<file path="config.mk">
export PLATFORM = sky130hd
export DESIGN_NAME = ram_reader_flat
export DESIGN_NICKNAME = d
export VERILOG_FILES = /design/src/rtl/ram_reader_if.sv /design/src/rtl/ram_reader.sv /design/src/flat_wrapper.sv
export SDC_FILE = /design/constraint.sdc
export NUM_CORES = 1
export LEC_CHECK = 0
export ABC_AREA = 1
export BUFFER_PORTS_ARGS = -buffer_cell sky130_fd_sc_hd__buf_2
export CORE_MARGIN = 2
export CORE_UTILIZATION = 45
export DETAILED_ROUTE_END_ITERATION = 6
export GPL_TIMING_DRIVEN = 0
export PLACE_DENSITY = 0.75
export SYNTH_ARGS = -nofsm -noshare
export SYNTH_HDL_FRONTEND = slang
export SYNTH_SLANG_ARGS = --single-unit
</file>
<file path="constraint.sdc">
create_clock -name clk -period 2 [get_ports clk]
set_clock_uncertainty 0.1 [all_clocks]
set_input_delay 0.2 -clock clk [delete_from_list [all_inputs] [get_ports clk]]
set_output_delay 0.2 -clock clk [all_outputs]
set_load 0.03 [all_outputs]
</file>
<file path="src/rtl/ram_reader_if.sv">
// ram_reader_if: command, memory-read and stream signals of a ram_reader (slave) and its host/consumer (master)
interface ram_reader_if #(
  parameter int WIDTH = 16,
  parameter int AW    = 3
);
  logic             start;
  logic [AW-1:0]    base;
  logic [AW:0]      count;
  logic             busy;
  logic             done;
  logic [AW-1:0]    mem_addr;
  logic [WIDTH-1:0] mem_in;
  logic [WIDTH-1:0] out_data;
  logic [AW-1:0]    out_addr;
  logic             out_valid;
  logic             out_ready;
  modport master (
    output start, base, count, mem_in, out_ready,
    input  busy, done, mem_addr, out_data, out_addr, out_valid
  );
  modport slave (
    input  start, base, count, mem_in, out_ready,
    output busy, done, mem_addr, out_data, out_addr, out_valid
  );
endinterface

</file>
<file path="src/rtl/ram_reader.sv">
// ram_reader: streams COUNT words from BASE of a combinational-read RAM over valid/ready
// Optional running checksum port sum when RAM_READER_CKSUM_EN is defined.
module ram_reader #(
  parameter int WIDTH = 16,
  parameter int AW    = 3
) (
  input logic       clk,
  input logic       rst_n,
  ram_reader_if.slave bus
`ifdef RAM_READER_CKSUM_EN
  ,
  output logic [WIDTH-1:0] sum
`endif
);
  typedef enum logic [1:0] {IDLE, READ, DRAIN} state_t;
  state_t      state;
  logic [AW:0] remaining;
  logic        capture;
  // the output register is free when empty or being drained this cycle
  assign capture = (state == READ) && (!bus.out_valid || bus.out_ready);
  always_ff @(posedge clk)
    if (!rst_n) begin
      state         <= IDLE;
      remaining     <= '0;
      bus.busy      <= 1'b0;
      bus.done      <= 1'b0;
      bus.mem_addr  <= '0;
      bus.out_data  <= '0;
      bus.out_addr  <= '0;
      bus.out_valid <= 1'b0;
    end else begin
      bus.done <= 1'b0;
      case (state)
        IDLE: if (bus.start) begin
          bus.mem_addr <= bus.base;
          remaining    <= bus.count;
          if (bus.count == '0) bus.done <= 1'b1;
          else begin
            state    <= READ;
            bus.busy <= 1'b1;
          end
        end
        READ: if (capture) begin
          bus.out_data  <= bus.mem_in;
          bus.out_addr  <= bus.mem_addr;
          bus.out_valid <= 1'b1;
          bus.mem_addr  <= bus.mem_addr + 1'b1;
          remaining     <= remaining - 1'b1;
          if (remaining == (AW+1)'(1)) state <= DRAIN;
        end
        DRAIN: if (bus.out_ready) begin
          bus.out_valid <= 1'b0;
          bus.done      <= 1'b1;
          bus.busy      <= 1'b0;
          state         <= IDLE;
        end
        default: state <= IDLE;
      endcase
    end
`ifdef RAM_READER_CKSUM_EN
  always_ff @(posedge clk)
    if (!rst_n) sum <= '0;
    else if (state == IDLE && bus.start) sum <= '0;
    else if (capture) sum <= sum + bus.mem_in;
`endif
endmodule

</file>
<file path="src/flat_wrapper.sv">
// flat-port wrapper written by rule: the top's interface ports become plain ports
module ram_reader_flat 
#(
  parameter int WIDTH = 16,
  parameter int AW    = 3
)
  (clk, rst_n, bus_start, bus_base, bus_count, bus_mem_in, bus_out_ready, bus_busy, bus_done, bus_mem_addr, bus_out_data, bus_out_addr, bus_out_valid);
  ram_reader_if #(.WIDTH(WIDTH), .AW(AW)) bus_i ();
  input logic clk;
  input logic rst_n;
  input wire logic [$bits(bus_i.start)-1:0] bus_start;
  input wire logic [$bits(bus_i.base)-1:0] bus_base;
  input wire logic [$bits(bus_i.count)-1:0] bus_count;
  input wire logic [$bits(bus_i.mem_in)-1:0] bus_mem_in;
  input wire logic [$bits(bus_i.out_ready)-1:0] bus_out_ready;
  output wire logic [$bits(bus_i.busy)-1:0] bus_busy;
  output wire logic [$bits(bus_i.done)-1:0] bus_done;
  output wire logic [$bits(bus_i.mem_addr)-1:0] bus_mem_addr;
  output wire logic [$bits(bus_i.out_data)-1:0] bus_out_data;
  output wire logic [$bits(bus_i.out_addr)-1:0] bus_out_addr;
  output wire logic [$bits(bus_i.out_valid)-1:0] bus_out_valid;
  assign bus_i.start = bus_start;
  assign bus_i.base = bus_base;
  assign bus_i.count = bus_count;
  assign bus_i.mem_in = bus_mem_in;
  assign bus_i.out_ready = bus_out_ready;
  assign bus_busy = bus_i.busy;
  assign bus_done = bus_i.done;
  assign bus_mem_addr = bus_i.mem_addr;
  assign bus_out_data = bus_i.out_data;
  assign bus_out_addr = bus_i.out_addr;
  assign bus_out_valid = bus_i.out_valid;
  ram_reader #(.WIDTH(WIDTH), .AW(AW)) u_core (.clk(clk), .rst_n(rst_n), .bus(bus_i));
endmodule
</file>
==> results.toml <==
[outcome]
status = "finished clean"

[clock_network]
postCtsSetupRepairBufs = 0
cts-resized-gates = 0
cts_tree = "yes"
clk_latency_ps = 330
clkSinkCount = 31
path_clk_slew_ps = 100
clockBufferDepth = 2
cts_root_buffer = "clkbuf_4"
numCtsBuffers = 5
h-tree-depth = 2
cts_hold_buf = 0

[setup_path]
cp-start-kind = "flip-flop"
worstPathRequired_ps = 2140
critical_path.max_fanout = 6
crit_type = "flip-flop to flip-flop"
crit_arrival_ps = 1530
end_kind = "flip-flop"

[yosys]
synth-seq-area-share_pct = 46.4
syn_inst = 184
syn_area_sq_um = 1340
synth_nets = 214
ys_seq_elements = 31
syn_area_per_cell_sq_um = 7.27
synth.distinct_cells = 21
synth_warnings = 0

[job]
maxCapViolations = 0

[floorplan]
dieArea_sq_um = 3420
rows = 19
initial_core_util_pct = 48.1
fp.dieH_microns = 58.5
die_x_microns = 58.5
ioPinCount = 52
core_area_sq_um = 2780

[global_route]
gr-total-overflow = 0
antenna_found_initial = 0
track_usage_pct = 17.3
grt_pass1_vias = 1115
grt_pass1_wl_microns = 4630
grt_max_degree = 11

[pwr]
p_leak_nw = 0.867
ir_drop_mv = 1.02
power_density_nw_per_um2 = 1620

[drt]
num_vias = 1313
vias_per_cell = 4.81
drc = 0
wl_per_cell_microns = 10.6
ant_nets = 0
first_iter_violations = 71
drtPass1Iterations = 4
drt_wl_total_microns = 2880

[timing]
period_share_pct = 69.5
rsz0062_at_grt = "false"
setup_tns_ps = 0
max_freq_ghz = 0.719
setup_viol = 0
worst_pin_slew_ps = 391
hold_violations = 0
slew_violations = 0
relSlewSlack_pct = 73.9
period_needed_ps = 1390

[finish]
finalNetCount = 271
ff_latch_area_sq_um = 621
diodes = 0
final_core_util_pct = 61.6
multi_input_area_sq_um = 626
area_growth_pct = 28.1
drive_above_1_share_pct = 29.8
n_fill_cell = 296

[worst_hold_path]
min_path_type = "input port to flip-flop"

[placed_design]
port-buffer-count = 50
routabilityCongestion = 0.839
hpwl_microns = 2110
Yosys cell counts, drive strengths merged:
library cell  count  share of area (%)
ha                3                2.8
nand3             6                2.2
nor2             57                 17
o21ai            30                 11
inv              12                3.6
nand2            25                7.8
a21oi             8                3.6
buf               3                2.1
xor2              2                1.3
clkbuf            4                1.2
dfxtp            31                 46
or2               2               0.94
nor3              1               0.37
routing by layer:
| layer | part of all wire, % | vias to the layer above | wire length (microns) | global-route usage (%) |
|---|---|---|---|---|
| met4 | 1.4 | 0 | 41 | 5.98 |
| met1 | 47 | 576 | 1370 | 22.7 |
| met3 | 7.2 | 4 | 208 | 5.05 |
| li1 | - | 698 | - | - |
| met5 | 0 | - | 0 | 0 |
| met2 | 44 | 35 | 1270 | 27.1 |
cell usage in the layout, fill, tap and decap left out, types with 2 or more instances in the layout:
master / n
nor2_1: 56
buf_2: 51
dfxtp_1: 31
o21ai_0: 30
nand2_1: 23
inv_1: 9
nand3_1: 6
a21oi_1: 6
clkbuf_4: 5
clkbuf_1: 3
ha_1: 3
inv_2: 2
buf_6: 2
xor2_1: 2
or2_2: 2
a21oi_2: 2
cell type report:
| cell class | instances | share of cell area [%] |
|---|---|---|
| buffer | 7 | 2.56 |
| clock buffer | 6 | 2.99 |
| clock inverter | 2 | 2.05 |
| inverter | 12 | 2.78 |
| multi-input combinational | 134 | 36.5 |
| sequential | 31 | 36.2 |
| tap | 31 | 2.26 |
| timing repair buffer | 50 | 14.6 |
flip-flops by register name, summed over array words and instances, names as in the netlist:
name	flops
u_core.bus.mem_addr	3
u_core.bus.busy	1
u_core.state	2
u_core.bus.done	1
u_core.remaining	4
u_core.bus.out_data	16
u_core.bus.out_valid	1
u_core.bus.out_addr	3
cell families after synthesis:
group           synth area share [%]
xor+xnor                        1.31
simple gates                    27.9
buf+inv                         6.83
flops                           46.4
fa+ha+maj                       2.81
compound gates                  14.8
worst max-delay path, stage by stage (launching register included):
cell and delay [ps]:
dfxtp_1 480, nor2_1 110, inv_1 90, nor2_1 60, nor2_1 240, nand3_1 110
nand2_1 70, inv_1 30
power breakdown:
| part | switching (mW) | leakage [nW] | internal, mW |
|---|---|---|---|
| sequential | 0.140 | 0.256 | 0.830 |
| clock | 0.215 | 0.0482 | 0.295 |
| combinational | 0.873 | 0.563 | 0.425 |
| total | 1.23 | 0.867 | 1.55 |
final timing paths:
check	slack, ps	cells past startpoint	endpoint	startpoint
hold / removal	20	3	u_core.bus.out_data[8]	bus_mem_in[8]
setup reg to reg	610	7	u_core.state[0]	u_core.state[1]
hold reg to reg	380	2	u_core.bus.out_data[13]	u_core.bus.out_data[13]
setup / recovery	610	7	u_core.state[0]	u_core.state[1]
per-stage QoR:
| step | instance area, sq um | power, mW | hold WS (ps) | instances | setup slack [ps] |
|---|---|---|---|---|---|
| floorplan | 1340 | 1.95 | 243 | 184 | 702 |
| CTS | 1710 | 2.79 | 13.3 | 273 | 631 |
| global placement | 1630 | 2.26 | 345 | 265 | 673 |
| finish | 1710 | 2.78 | 17.7 | 273 | 610 |
| detailed placement | 1630 | 2.29 | 354 | 265 | 656 |
| global route | 1710 | 2.99 | 31.9 | 273 | 475 |
Power figures use the tool's default switching activity.
